[src/rtl/online_otf_converter.sv]
// On-the-fly converter: borrow-save digits (MSD first) -> two's-complement word on a valid/ready port.
// Optional parallel digit-word load is enabled by defining ONLINE_PAR_IN_EN.
module online_otf_converter #(
   parameter int Stage = 4
) (
   input  logic              clk,
   input  logic              rst_n,
   input  logic              in_valid,
   output logic              in_ready,
   input  logic [1:0]        in_digit,
   output logic              out_valid,
   input  logic              out_ready,
   output logic [Stage:0]    out_data
`ifdef ONLINE_PAR_IN_EN
   ,
   input  logic              par_valid,
   input  logic [2*Stage-1:0] par_word
`endif
);

   localparam int W  = Stage + 1;
   localparam int CW = $clog2(Stage + 1);
   localparam logic [CW-1:0] LAST = CW'(Stage);

   typedef enum logic [1:0] {
      IDLE  = 2'd0,
      ACCUM = 2'd1,
      HOLD  = 2'd2
   } state_t;

   state_t          state_r, nxt_state_s;
   logic [W-1:0]    q_r, nxt_q_s;
   // QM's top bit is shifted out before it can ever reach Q, so only W-1 bits are kept.
   logic [W-2:0]    qm_r, nxt_qm_s;
   logic [CW-1:0]   cnt_r, nxt_cnt_s, cnt_inc_s;
   logic            out_valid_r, nxt_out_valid_s;
   logic [W-1:0]    out_data_r, nxt_out_data_s;
   logic            in_ready_r, nxt_in_ready_s;
   logic            dig_en_s;
   logic [1:0]      dig_s, par_digit_s;
   logic            par_take_s, shifting_s, nxt_shifting_s;
   logic [2*W-2:0]  step_s;

   // One on-the-fly step: returns {next Q, next QM (low W-1 bits)}.
   function automatic logic [2*W-2:0] otf_step(input logic [W-2:0] q_lo,
                                                input logic [W-2:0] qm_lo,
                                                input logic [1:0]   d);
      case (d)
         2'b10:   otf_step = {q_lo,  1'b1, q_lo[W-3:0],  1'b0};
         2'b01:   otf_step = {qm_lo, 1'b1, qm_lo[W-3:0], 1'b0};
         default: otf_step = {q_lo,  1'b0, qm_lo[W-3:0], 1'b1};
      endcase
   endfunction

`ifdef ONLINE_PAR_IN_EN
   logic [2*Stage-1:0] shreg_r, nxt_shreg_s;
   logic               shifting_r;

   assign par_take_s  = par_valid && (state_r == IDLE) && !shifting_r;
   assign shifting_s  = shifting_r;
   assign par_digit_s = shreg_r[2*Stage-1 -: 2];

   // Parallel-word shift register next state.
   always_comb begin
      nxt_shreg_s    = shreg_r;
      nxt_shifting_s = shifting_r;
      if (par_take_s) begin
         nxt_shreg_s    = par_word;
         nxt_shifting_s = 1'b1;
      end else if (shifting_r) begin
         nxt_shreg_s    = {shreg_r[2*Stage-3:0], 2'b00};
         nxt_shifting_s = (cnt_inc_s != LAST);
      end else begin
         nxt_shreg_s    = shreg_r;
         nxt_shifting_s = 1'b0;
      end
   end

   // Parallel-word shift register.
   always_ff @(posedge clk or negedge rst_n) begin
      if (!rst_n) begin
         shreg_r    <= '0;
         shifting_r <= 1'b0;
      end else begin
         shreg_r    <= nxt_shreg_s;
         shifting_r <= nxt_shifting_s;
      end
   end
`else
   assign par_take_s     = 1'b0;
   assign shifting_s     = 1'b0;
   assign nxt_shifting_s = 1'b0;
   assign par_digit_s    = 2'b00;
`endif

   assign cnt_inc_s = cnt_r + CW'(1);
   assign step_s    = otf_step(q_r[W-2:0], qm_r, dig_s);

   // Digit selection, Q/QM conversion and word-level state next state.
   always_comb begin
      nxt_state_s     = state_r;
      nxt_q_s         = q_r;
      nxt_qm_s        = qm_r;
      nxt_cnt_s       = cnt_r;
      nxt_out_valid_s = out_valid_r;
      nxt_out_data_s  = out_data_r;
      dig_en_s        = 1'b0;
      dig_s           = in_digit;

      if (shifting_s) begin
         dig_en_s = 1'b1;
         dig_s    = par_digit_s;
      end else if (in_valid && in_ready_r && !par_take_s) begin
         dig_en_s = 1'b1;
         dig_s    = in_digit;
      end else begin
         dig_en_s = 1'b0;
         dig_s    = in_digit;
      end

      case (state_r)
         IDLE, ACCUM: begin
            if (dig_en_s) begin
               nxt_q_s   = step_s[2*W-2 -: W];
               nxt_qm_s  = step_s[W-2:0];
               nxt_cnt_s = cnt_inc_s;
               if (cnt_inc_s == LAST) begin
                  nxt_state_s     = HOLD;
                  nxt_out_valid_s = 1'b1;
                  nxt_out_data_s  = step_s[2*W-2 -: W];
               end else begin
                  nxt_state_s = ACCUM;
               end
            end else begin
               nxt_state_s = state_r;
            end
         end
         HOLD: begin
            // Re-seed Q/QM on the way back to IDLE so the next word starts clean.
            if (out_ready) begin
               nxt_state_s     = IDLE;
               nxt_out_valid_s = 1'b0;
               nxt_q_s         = '0;
               nxt_qm_s        = '1;
               nxt_cnt_s       = '0;
            end else begin
               nxt_state_s = HOLD;
            end
         end
         default: begin
            nxt_state_s     = IDLE;
            nxt_out_valid_s = 1'b0;
            nxt_q_s         = '0;
            nxt_qm_s        = '1;
            nxt_cnt_s       = '0;
         end
      endcase

      nxt_in_ready_s = (nxt_state_s != HOLD) && !nxt_shifting_s;
   end

   // Converter state registers.
   always_ff @(posedge clk or negedge rst_n) begin
      if (!rst_n) begin
         state_r     <= IDLE;
         q_r         <= '0;
         qm_r        <= '1;
         cnt_r       <= '0;
         out_valid_r <= 1'b0;
         out_data_r  <= '0;
         in_ready_r  <= 1'b1;
      end else begin
         state_r     <= nxt_state_s;
         q_r         <= nxt_q_s;
         qm_r        <= nxt_qm_s;
         cnt_r       <= nxt_cnt_s;
         out_valid_r <= nxt_out_valid_s;
         out_data_r  <= nxt_out_data_s;
         in_ready_r  <= nxt_in_ready_s;
      end
   end

   assign in_ready  = in_ready_r;
   assign out_valid = out_valid_r;
   assign out_data  = out_data_r;

endmodule
[config.mk]
export PLATFORM = sky130hd
export DESIGN_NAME = online_otf_converter
export DESIGN_NICKNAME = d
export VERILOG_FILES = /design/src/rtl/online_otf_converter.sv
export SDC_FILE = /design/constraint.sdc
export NUM_CORES = 1
export LEC_CHECK = 0
export CAP_MARGIN = 20
export CORE_MARGIN = 10
export CORE_UTILIZATION = 47
export CTS_BUF_LIST = sky130_fd_sc_hd__clkbuf_16
export DETAILED_ROUTE_END_ITERATION = 16
export PLACE_DENSITY = 0.72
export SLEW_MARGIN = 40
export SYNTH_ARGS = -nofsm -noshare
export SYNTH_HDL_FRONTEND = slang
export SYNTH_SLANG_ARGS = --single-unit
[constraint.sdc]
create_clock -name clk -period 1.4 [get_ports clk]
set_input_delay 0.14 -clock clk [delete_from_list [all_inputs] [get_ports clk]]
set_output_delay 0.14 -clock clk [all_outputs]
set_load 0.05 [all_outputs]
==> results by group <==
Run status
  – Result of the run: finished clean

Synth
  – Leading cell type by number of instances after synthesis: dfrtp_1
  – Number of enable-type register cells in the synthesized netlist: 0
  – Async SR Flop Fraction: 100%
  – Share of synthesized area occupied by flip-flops and latches: 51.5%
  – Register bit total from synthesis: 20
  – Average instance area after synthesis: 11.8 um^2
  – Net count after synthesis: 93
  – Top cells by instance count after synthesis: 15 x dfrtp_1, 8 x a22o_1, 7 x nand2_1
  – Post-Syn Instances: 83
  – Number of warnings issued by yosys: 0
  – Cell type contributing the most total cell area after synthesis: dfrtp_1
  – Synthesized area: 983 um^2
  – Primary FF master, synth: dfrtp_1
  – Count of unique library cells instantiated by Yosys: 27
  – Leading cell types by total area after synthesis: dfrtp_1 38%, dfstp_2 13%, a22o_1 7.1%
  – Area share of the largest cell type after synthesis: 38.2%

Worst setup path
  – Setup crit start kind: register
  – FF-to-FF path depth: 4
  – CP required: 1540 ps
  – CP max FO: 6
  – Slowest cell on crit path: dfrtp_1
  – Worst Path Class, Setup: reg2reg
  – Worst-case register-to-register setup slack: 6 ps
  – Capturing point of the worst reg2reg path: out_data[1]
  – Cell Chain, Critical Path: ha_2 -> xnor2_2 -> nand3b_4 -> mux2_4
  – Origin of the critical flop-to-flop path: cnt_r[0]
  – CP delay by family, top: flip-flops
  – Critical path buffers and inverters: 0
  – Signal arrival time at the worst endpoint: 1530 ps
  – Slowest cell delay on critical path: 380 ps
  – Crit end category: register

GRT
  – Largest net degree at the start of global routing: 21
  – Initial antenna violation count: 0
  – Total track usage: 11.2%
  – First-pass GRT wire length: 3.84 mm
  – Via count of the first global-routing pass: 801
  – Remaining Overflow, GRT: 0

Power
  – Combinational fraction of design power: 41.9%
  – Internal power: 0.00208 W
  – Reg power frac: 33.1%
  – Worst-case vdd ir drop: 0.00118 V
  – Total power after layout: 0.00312 W
  – Lkg Pwr: 0.689 nW
  – Part of the total power dissipated in the clock network: 25.0%
  – Power spent charging and discharging nets: 0.00104 W
  – Net switching fraction of the power: 33.3%
  – Pwr Density: 2250 nW/um^2

Die
  – Core outline area: 1980 um^2
  – I/O pin count: 13
  – Chip height: 65.7 um
  – Effective utilization at floorplan: 49.6%
  – Die X: 65.7 um
  – Floorplan die area: 4320 um^2
  – Count of standard-cell rows: 16

Drt
  – Routed length per instance: 15.6 um
  – Detailed Route WL: 2.15 mm
  – Count of antenna-violating nets left after detailed routing: 0
  – Routed vias: 757
  – DRC violations left: 0
  – Iteration-0 DRC Markers: 26
  – Vias per inst: 5.49
  – First-pass iteration count of the detailed router: 4

Clocking
  – CTS tree: built
  – Clk sink count: 20
  – Max Root-Sink Buffers: 2
  – Number of buffers inserted for hold repair after clock tree synthesis: 0
  – Number of levels the H-tree was split into: 1
  – Post-CTS setup repair buffer count: 0
  – Clock-pin slew on the worst setup and hold paths: 60 ps
  – Latest clock arrival within the worst-skew pair: 250 ps
  – Clk root buf: clkbuf_16
  – Number of CTS-inserted buffers: 3

Placement
  – Final RePlAce weighted congestion: 0.796
  – Total of buffers placed on input and output ports: 12
  – DP Cell Count: 134
  – Standard cell area after detailed placement: 1250 um^2
  – HPWL after detailed placement: 1.57 mm

Flow run
  – Max-capacitance violation count: 0

Min path
  – Class of the tightest hold or removal check: in2async

Final layout
  – Proportion of layout cells with a drive suffix above 1: 40.5%
  – Final non-filler cell total: 138
  – Layout overhead on the synthesized area: 41.2%
  – Filler instances: 133
  – Final-stage net count: 122
  – Antenna Diode Count: 0
  – Post-Layout Inst Area: 1390 um^2

STA
  – Setup repair after global routing missed its margin: true
  – Post-route setup TNS: 0 ps
  – WHS: 221 ps
  – Slew HR: 82.6%
  – Endpoints failing setup: 0
  – Tcrit/Tclk final: 99.6%
  – Final slew viol count: 0
  – Max Clock Skew: 3.26 ps
  – Minimum clock period: 1390 ps
  – Max frequency: 717 MHz
  – Final Hold Violating Endpoints: 0
  – Least-Margin Pin Slew: 262 ps
==> layout by cell type (no fill, tap or decap), drive strengths merged, types with 2 or more instances in the layout <==
cell type      instances
clkbuf                 3
dfstp                  5
dfrtp                 15
clkdlybuf4s50          3
nor3                   3
nor2b                  3
a22o                   8
nand2                  8
a31oi                  3
dlygate4sd2            2
a21o                   4
o21ai                  4
mux2                   4
buf                   22
inv                    3
nor3b                  2
ha                     4
a21oi                  5
==> power groups by stage <==
| stage | registers (W) | logic (W) | clock network [W] |
|---|---|---|---|
| floorplan | 0.00126 | 0.000512 | 0 |
| global placement | 0.00101 | 0.00125 | 0 |
| detailed placement | 0.00103 | 0.00128 | 0 |
| CTS | 0.00103 | 0.00132 | 0.000789 |
| global route | 0.00107 | 0.00141 | 0.000810 |
| finish | 0.00103 | 0.00131 | 0.000781 |
==> per-layer routing <==
metal | GRT usage [%] | vias up | part of all wire (%)
li1 | - | 352 | -
met1 | 13.9 | 378 | 44
met2 | 17.8 | 25 | 50
met3 | 2.71 | 2 | 4.6
met4 | 5.61 | 0 | 1.4
met5 | 0 | - | 0
==> registers in the layout, summed over array words and instances (netlist names) <==
register and flops:
cnt_r 3, q_r 4, in_ready 1, qm_r 4, state_r 2, out_data 5
out_valid 1
==> final cells by class <==
class	count	area [um^2]	share of cell area, %
inverters	3	11.3	0.811
clock buffers	3	75.1	5.41
clock inverters	1	30.0	2.16
well taps	27	33.8	2.43
repair buffers	27	267	19.2
multi-input cells	57	465	33.5
flip-flops and latches	20	507	36.5
==> per-stage QoR <==
step	setup WS [ps]	utilization [%]
2_1_floorplan	-189	-
3_3_place_gp	-471	63.3
3_5_place_dp	-506	63.3
4_1_cts	0.894	70.1
5_1_grt	-66.9	70.1
6_report	5.58	70.1
==> repair_timing <==
action                     4_1_cts  5_1_grt
setup endpoints to repair        9        6
pin swaps                        4        0
hold endpoints to repair         0        0
resized for setup                9        0
==> logic make-up (layout without fill, tap and decap cells) <==
logic type      after synthesis  count (layout)  share of synthesized area, %
compound gates               25              25                          17.6
simple gates                 22              22                          13.9
flops                        20              20                          51.5
buf+inv                       6              34                          3.94
mux                           5               5                          7.12
fa+ha+maj                     4               4                          5.09
xor+xnor                      1               1                         0.891
==> worst max path at each step <==
| stage | startpoint | endpoint | slack [ps] | cells after the start |
|---|---|---|---|---|
| 5_1_grt | cnt_r[0] | out_data[1] | -70 | 4 |
| 6_report | cnt_r[0] | out_data[1] | 6 | 4 |
| 4_1_cts | cnt_r[0] | out_data[1] | 0.9 | 4 |
| 3_5_place_dp | in_digit[0] | out_data[1] | -510 | 6 |
| 3_3_place_gp | in_digit[0] | out_data[3] | -470 | 6 |
| 2_1_floorplan | in_ready | out_data[1] | -190 | 4 |
No activity file was read; power rests on OpenSTA's default activity.
==> patch, RTL diff (same flow settings) <==
The option `ONLINE_PAR_IN_EN` is turned on by a define.
--- a/src/rtl/online_otf_converter.sv
+++ b/src/rtl/online_otf_converter.sv
@@ -1,5 +1,7 @@
 // On-the-fly converter: borrow-save digits (MSD first) -> two's-complement word on a valid/ready port.
 // Optional parallel digit-word load is enabled by defining ONLINE_PAR_IN_EN.
+`define ONLINE_PAR_IN_EN
+
 module online_otf_converter #(
    parameter int Stage = 4
 ) (
Interface: changed (added par_valid and par_word); port bits go from 13 to 22. No check against the original RTL was run, so the function may have changed too.
==> patch against the unedited design <==
  * The flow now finishes with violations (negative setup slack)
  * Non-clock buffer count grew 29
  * Power is 100% higher
  * Maximum frequency shrank 25%
  * Setup slack worse by 0.46 ns
  * Design area increased by 69%
  * Sequential cell count rose by 9
  * Critical path depth grew 2
  * First-iteration DRC count grew to 3.2 times the old value
  * Routed wire length up 81%
  * Die area rose by 32%
  * Area after synthesis up 48%
  * Largest cell class is now multi-input combinational cells
==> patch: results <==
[timing]
fin_skew_ns = 0.00513
tightest_slew_ns = 0.366
hold_ws_ns = 0.253
finalSetupViolCount = 21
slew_violations = 0
fin_ws_ns = -0.451
tns_ns = -5.47

[synthesis]
ys_types = 36
synth_common_cells = "24 x dfrtp_1, 19 x o21ai_0, 12 x nand2_1"
synth_seq_area_share = 0.503
synth_area_leaders = "dfrtp_1 41%, dfstp_2 9.0%, o21ai_0 6.5%, mux2i_1 6.2%, mux2_2 4.6%"
synth_fp_nets = 147
postSynthAreaPerCell_sq_um = 11.4
synth_enable_flop_cells = 0
synthArstFlopShare = 1.00

[layout]
fin_nets = 204
antenna_cells = 0
top_register = "shreg_r"
largest_reg_flops = 8
fin_cells = 219
drive_gt1_frac = 0.478

[global_route]
grt.met1_usage = 0.142
grt_start_max_net_pins = 30
antenna_found_initial = 0
met2_usage = 0.242
grt_pass1_wl_mm = 5.75
met3_usage = 0.0482
grt.total_usage = 0.135

[clocking]
cts_buffers = 5
cts-root-buf = "clkbuf_16"
post_cts_buffers = 4
cts_max_level = 2
clock_latency_ns = 0.27
cts.repair.resized = 17

[placed_design]
place_hpwl_mm = 2.38
dpl_cell_area_sq_um = 1940
gp_congestion = 0.875
place_ws_ns = -0.518
io_buffer_count = 21

[pwr]
ir_drop_uv = 1480
p_int_mw = 3.93
leakagePower_nw = 1.05

[setup_path]
r2r-start = "shifting_r$_DFF_PN0_"
slowest_stage = "dfrtp_2"
r2r_cells = 6
worstPathArrival_ns = 2.01
regToRegEndpoint = "out_data[2]$_DFFE_PN0P_"
cpPeakStageDelay_ns = 0.41
critPathKind = "flop to flop"
cp_top_family = "multiplexers"
cp_max_fo = 4

[status]
outcome = "complete, but fails checks"
violations = "negative setup slack"

[route]
drt_iter0_markers = 83
num_vias = 1229
wire_per_inst_um = 17.8
drt_first_pass_iters = 5
-- patch: power by group through the flow --
stage / registers [mW] / logic (mW) / clock network [mW]
floorplan: 1.73 / 1.58 / 0
global placement: 1.53 / 2.76 / 0
detailed placement: 1.55 / 2.85 / 0
CTS: 1.56 / 3.15 / 1.00
global route: 1.62 / 3.92 / 1.05
finish: 1.59 / 3.66 / 0.984
-- patch: cells by family after synthesis --
kind of cell    Yosys count  share of synthesized area
compound gates           37                      0.160
buf+inv                   9                     0.0327
fa+ha+maj                 4                     0.0344
simple gates             30                      0.125
mux                      18                      0.139
xor+xnor                  1                    0.00602
flops                    29                      0.503
-- patch: cell type report --
type	instances	area (sq um)
Clock inverter	3	13.8
Timing Repair Buffer	56	594
Fill cell	171	649
Tap cell	33	41.3
Multi-Input combinational cell	90	835
Inverter	3	11.3
Sequential cell	29	733
Clock buffer	5	125
-- patch: per-layer routing --
metal  vias to the layer above  wire length [um]
met5                         -                 0
met4                         0                31
met2                        33              2130
met3                         4               186
met1                       623              1550
li1                        569                 -
